[src/rtl/shared_mem_arbiter.sv]
// Two-master round-robin Avalon-MM arbiter in front of one shared-memory slave.
// Reads are pipelined; a small ID FIFO routes each readdatavalid back to its requester.
module shared_mem_arbiter #(
    parameter int ADDR_W   = 18,
    parameter int DATA_W   = 32,
    parameter int MAX_PEND = 4
) (
    input  logic                  clk_clk,
    input  logic                  reset_reset_n,
    input  logic [ADDR_W-1:0]     s0_address,
    input  logic                  s0_read,
    input  logic                  s0_write,
    input  logic [DATA_W-1:0]     s0_writedata,
    input  logic [DATA_W/8-1:0]   s0_byteenable,
    output logic                  s0_waitrequest,
    output logic [DATA_W-1:0]     s0_readdata,
    output logic                  s0_readdatavalid,
    input  logic [ADDR_W-1:0]     s1_address,
    input  logic                  s1_read,
    input  logic                  s1_write,
    input  logic [DATA_W-1:0]     s1_writedata,
    input  logic [DATA_W/8-1:0]   s1_byteenable,
    output logic                  s1_waitrequest,
    output logic [DATA_W-1:0]     s1_readdata,
    output logic                  s1_readdatavalid,
    output logic [ADDR_W-1:0]     m_address,
    output logic                  m_read,
    output logic                  m_write,
    output logic [DATA_W-1:0]     m_writedata,
    output logic [DATA_W/8-1:0]   m_byteenable,
    input  logic                  m_waitrequest,
    input  logic [DATA_W-1:0]     m_readdata,
    input  logic                  m_readdatavalid,
    output logic                  orphan_err
);
    localparam int PW = $clog2(MAX_PEND);

    typedef enum logic {IDLE, XFER} state_t;

    logic [1:0] rst_sync_q;
    logic       rst_n;

    state_t         state_q, state_d;
    logic           owner_q, owner_d;
    logic           rr_last_q, rr_last_d;
    logic [PW-1:0]  wr_ptr_q, rd_ptr_q;
    logic [PW:0]    cnt_q, cnt_d;
    logic           fifo_q [MAX_PEND];
    logic           orphan_q;

    logic fifo_full, fifo_empty, elig0, elig1, xfer, push, pop, head_id;
    logic own_read, own_write;

    // Assert asynchronously, release synchronously to clk_clk.
    always_ff @(posedge clk_clk or negedge reset_reset_n) begin
        if (!reset_reset_n) rst_sync_q <= '0;
        else                rst_sync_q <= {rst_sync_q[0], 1'b1};
    end
    assign rst_n = rst_sync_q[1];

    assign fifo_full  = (cnt_q == (PW+1)'(MAX_PEND));
    assign fifo_empty = (cnt_q == '0);
    assign elig0      = s0_write | (s0_read & ~fifo_full);
    assign elig1      = s1_write | (s1_read & ~fifo_full);
    assign xfer       = (state_q == XFER);
    assign own_read   = owner_q ? s1_read  : s0_read;
    assign own_write  = owner_q ? s1_write : s0_write;

    always_comb begin
        state_d   = state_q;
        owner_d   = owner_q;
        rr_last_d = rr_last_q;
        push      = 1'b0;
        case (state_q)
            IDLE: begin
                if (elig0 | elig1) begin
                    state_d = XFER;
                    owner_d = (elig0 & elig1) ? ~rr_last_q : elig1;
                end
            end
            XFER: begin
                if (!(own_read | own_write)) begin
                    state_d = IDLE;
                end else if (!m_waitrequest) begin
                    state_d   = IDLE;
                    rr_last_d = owner_q;
                    push      = own_read;
                end
            end
            default: state_d = IDLE;
        endcase
    end

    assign m_read       = xfer & own_read;
    assign m_write      = xfer & own_write;
    assign m_address    = xfer ? (owner_q ? s1_address    : s0_address)    : '0;
    assign m_writedata  = xfer ? (owner_q ? s1_writedata  : s0_writedata)  : '0;
    assign m_byteenable = xfer ? (owner_q ? s1_byteenable : s0_byteenable) : '0;

    assign s0_waitrequest = ~(xfer & ~owner_q) | m_waitrequest;
    assign s1_waitrequest = ~(xfer &  owner_q) | m_waitrequest;

    // Pop uses the registered count, so a push into an empty FIFO is not seen this cycle.
    assign pop              = m_readdatavalid & ~fifo_empty;
    assign head_id          = fifo_q[rd_ptr_q];
    assign s0_readdatavalid = pop & ~head_id;
    assign s1_readdatavalid = pop &  head_id;
    assign s0_readdata      = m_readdata;
    assign s1_readdata      = m_readdata;
    assign orphan_err       = orphan_q;

    always_comb begin
        case ({push, pop})
            2'b10:   cnt_d = cnt_q + 1'b1;
            2'b01:   cnt_d = cnt_q - 1'b1;
            default: cnt_d = cnt_q;
        endcase
    end

    always_ff @(posedge clk_clk or negedge rst_n) begin
        if (!rst_n) begin
            state_q   <= IDLE;
            owner_q   <= 1'b0;
            rr_last_q <= 1'b1;
            wr_ptr_q  <= '0;
            rd_ptr_q  <= '0;
            cnt_q     <= '0;
            orphan_q  <= 1'b0;
            for (int i = 0; i < MAX_PEND; i++) fifo_q[i] <= 1'b0;
        end else begin
            state_q   <= state_d;
            owner_q   <= owner_d;
            rr_last_q <= rr_last_d;
            cnt_q     <= cnt_d;
            if (push) begin
                fifo_q[wr_ptr_q] <= owner_q;
                wr_ptr_q         <= wr_ptr_q + 1'b1;
            end
            if (pop) rd_ptr_q <= rd_ptr_q + 1'b1;
            if (m_readdatavalid && fifo_empty) orphan_q <= 1'b1;
        end
    end
endmodule

[config.mk]
export PLATFORM = sky130hd
export DESIGN_NAME = shared_mem_arbiter
export DESIGN_NICKNAME = d
export VERILOG_FILES = /design/src/rtl/shared_mem_arbiter.sv
export SDC_FILE = /design/constraint.sdc
export NUM_CORES = 1
export LEC_CHECK = 0
export ABC_AREA = 1
export CORE_AREA = 3 3 106 108
export CTS_BUF_LIST = sky130_fd_sc_hd__clkbuf_2 sky130_fd_sc_hd__clkbuf_4 sky130_fd_sc_hd__clkbuf_8
export DETAILED_ROUTE_END_ITERATION = 16
export DIE_AREA = 0 0 109 111
export GPL_ROUTABILITY_DRIVEN = 0
export PLACE_DENSITY_LB_ADDON = 0.25
export SLEW_MARGIN = 15
export SYNTH_ARGS = -nofsm -noshare
export SYNTH_HDL_FRONTEND = slang
export SYNTH_SLANG_ARGS = --single-unit
[constraint.sdc]
create_clock -name clk_clk -period 1.7 [get_ports clk_clk]
set_clock_uncertainty 0.1 [all_clocks]
set_input_delay 0.34 -clock clk_clk [delete_from_list [all_inputs] [get_ports clk_clk]]
set_output_delay 0.34 -clock clk_clk [all_outputs]
set_load 0.02 [all_outputs]
==> run_results.csv <==
group,metric,value,unit
critical_path,crit_arrival,1.99,ns
layout,final_nets,537,
logic_synthesis,synth_cell_types,22,
layout,n_fill_cell,1049,
logic_synthesis,ys_warn_count,0,
layout,utilization,0.3743,
timing,setup_viol,60,
detailed_routing,drt-initial-drc-count,103,
grt,antenna_found_initial,0,
timing,setup_slack,-0.2544,ns
die,start_util,0.1852,
die,die_height,111,µm
clocking,insertion_delay,0.25,ns
clocking,clk_pin_slew,0.07,ns
layout,insertedDiodeCount,0,
layout,syn2layout_area_growth,102.1,%
clocking,cts_tree,"yes",
timing,fin_crit,1.954,ns
layout,layout_common_cells,"clkdlybuf4s50_1 (114), buf_6 (56), a22o_1 (54)",
placement,numPortBuffers,176,
detailed_routing,postRouteAntennaNets,0,
clocking,cts_root_buffer,"clkbuf_8",
clocking,cts_buffer_depth,2,
detailed_routing,vias,2156,
die,die_area,0.01210,mm²
timing,rsz0062_at_grt,"yes",
die,core_area,0.01032,mm²
flow_run,cap_violations,0,
critical_path,rrSetupSlack,-0.25,ns
logic_synthesis,syn_avg_cell_area,8.101,µm²
timing,slew_headroom,0.5956,
logic_synthesis,synth_top_family_by_area,"buffers and inverters",
detailed_routing,routed_wl,8646,µm
die,io_pins,273,
logic_synthesis,syn_nets,390,
placement,placed_cell_area,0.003561,mm²
logic_synthesis,yosys.area_share.adder,0.04319,
logic_synthesis,syn_inst,236,
logic_synthesis,ys_seq_area_frac,0.2232,
critical_path,path_class,"reg2reg",
detailed_routing,drc,0,
logic_synthesis,synth_compound_area_frac,0.3043,
critical_path,crit_chain,"buf_6 > nand2_4 > o21ai_4 > buf_6 > nand3_4 > ha_4 > inv_2 > fa_2 > a21oi_2 > o21ai_1 > xor2_1",
run_status,failed_checks,"setup timing",
power,p_leak,1.747,nW
critical_path,r2r_cells,11,
critical_path,cp-end-kind,"flop",
grt,overflow,0,
critical_path,cpLargestDelayFamily,"adder cells",
power,power.density,1713,mW/mm²
critical_path,worstPathBufferInverterCount,3,
grt,grt_max_degree,36,
clocking,numCtsBuffers,3,
timing,slew_violations,0,
detailed_routing,dr.pass1.iters,4,
layout,drive_gt1_frac,0.3377,
critical_path,cpPeakStageDelay,0.42,ns
critical_path,r2r-end,"cnt_q[2]",
logic_synthesis,netlist_area,0.001912,mm²
worst_hold_path,min_path_type,"in2async",
grt,grt.total_usage,0.1260,
timing,fmax,511.7,MHz
logic_synthesis,synth.mux.area_fraction,0,
grt,grt_pass1_vias,2219,
timing,worst_pin_slew,0.6065,ns
power,p_total,6.620,mW
power,max-vdd-ir-drop,722.0,µV
die,die_w,109,µm
timing,fin_crit_sh,1.150,
detailed_routing,viasPerCell,4.162,
logic_synthesis,synth-seq-cells,17,
layout,final_common_cell,"clkdlybuf4s50_1",
critical_path,crit_path_start_kind,"flop",
logic_synthesis,synth_simple_gate_area_frac,0.09228,
layout,multi_input_area,947.2,µm²
clocking,clock-sinks,17,
critical_path,critPathMaxFanout,4,
run_status,outcome,"finished with violations",
layout,fin_area,0.003864,mm²
critical_path,critPathMostFrequentCell,"buf_6",
critical_path,r2r_start,"owner_q",
clocking,htreeDepth,1,
timing,fin_hold_ws,0.1481,ns
critical_path,critPathRequiredTime,1.73,ns
detailed_routing,wl_per_cell,16.69,µm
timing,hold_violations,0,
layout,regArea,427.9,µm²
logic_synthesis,synth_xor_area_frac,0.01832,
critical_path,crit_slowest_cell,"dfrtp_2",
placement,hpwl,7126,µm
grt,grt_pass1_wl,12180,µm
die,rows,37,
[how the worst max path moves through the flow]
stage | cells past startpoint | start | endpoint | slack (ns)
2_1_floorplan | 9 | owner_q | cnt_q[2] | -0.11
3_3_place_gp | 6 | s0_read | m_read | -0.53
3_5_place_dp | 9 | s0_read | cnt_q[1] | -0.55
4_1_cts | 11 | owner_q | cnt_q[2] | -0.29
5_1_grt | 11 | owner_q | cnt_q[2] | -0.34
6_report | 11 | owner_q | cnt_q[2] | -0.25
[metal layers]
layer,wire length [µm],vias to the layer above,GRT usage
met5,0,-,0
met4,16,0,0.01599
met1,3067,978,0.1321
met3,929,2,0.04543
li1,-,1049,-
met2,4633,127,0.2408
[layout make-up]
type / count / area share
Sequential cell: 17 / 0.1108
Multi-Input combinational cell: 125 / 0.2451
Inverter: 20 / 0.02105
Timing Repair Buffer: 216 / 0.5670
Tap cell: 136 / 0.04404
Clock inverter: 1 / 0.001295
Clock buffer: 3 / 0.01069
[report_power, final]
part	switching, mW	internal, mW
combinational	2.66	2.93
clock	0.138	0.162
sequential	0.141	0.590
total	2.94	3.68
[synthesized netlist by cell type, drive strengths merged]
master / n / area, µm²
a21oi: 6 / 30.03
a22o: 54 / 473.0
a31o: 1 / 8.760
buf: 74 / 530.5
clkinv: 1 / 3.750
conb: 1 / 3.750
dfrtp: 16 / 400.4
dfstp: 1 / 26.28
fa: 1 / 20.02
ha: 5 / 62.56
inv: 19 / 71.32
nand2: 21 / 78.83
nand3: 8 / 45.04
nor2: 10 / 52.55
o21ai: 14 / 70.07
xnor2: 1 / 8.760
xor2: 3 / 26.28
[metrics by stage]
stage	setup TNS (ns)	setup slack [ns]	std cells
floorplan	-0.1373	-0.1062	236
global placement	-21.02	-0.5293	501
detailed placement	-21.98	-0.5487	501
CTS	-8.834	-0.2897	510
global route	-15.20	-0.3380	518
finish	-11.49	-0.2544	518
[cells by family after synthesis]
logic type      count (synthesis)
other cells                     1
flops                          17
buf+inv                        94
simple gates                   39
fa+ha+maj                       6
xor+xnor                        4
compound gates                 75
[sequential cells by signal, summed over array words and instances (netlist names)]
register and flops:
owner_q 1, state_q 1, orphan_err 1, cnt_q 3, rst_sync_q 2, rr_last_q 1
fifo_q 4, wr_ptr_q 2, rd_ptr_q 2
[timing repair]
item                       CTS  global route
setup buffers                4             6
cloned                       1             2
setup endpoints to repair   63            62
hold buffers                 0             0
pin swaps                    4            16
hold endpoints to repair     0             0
resized for setup          285            96
(Power assumes the default switching activity.)
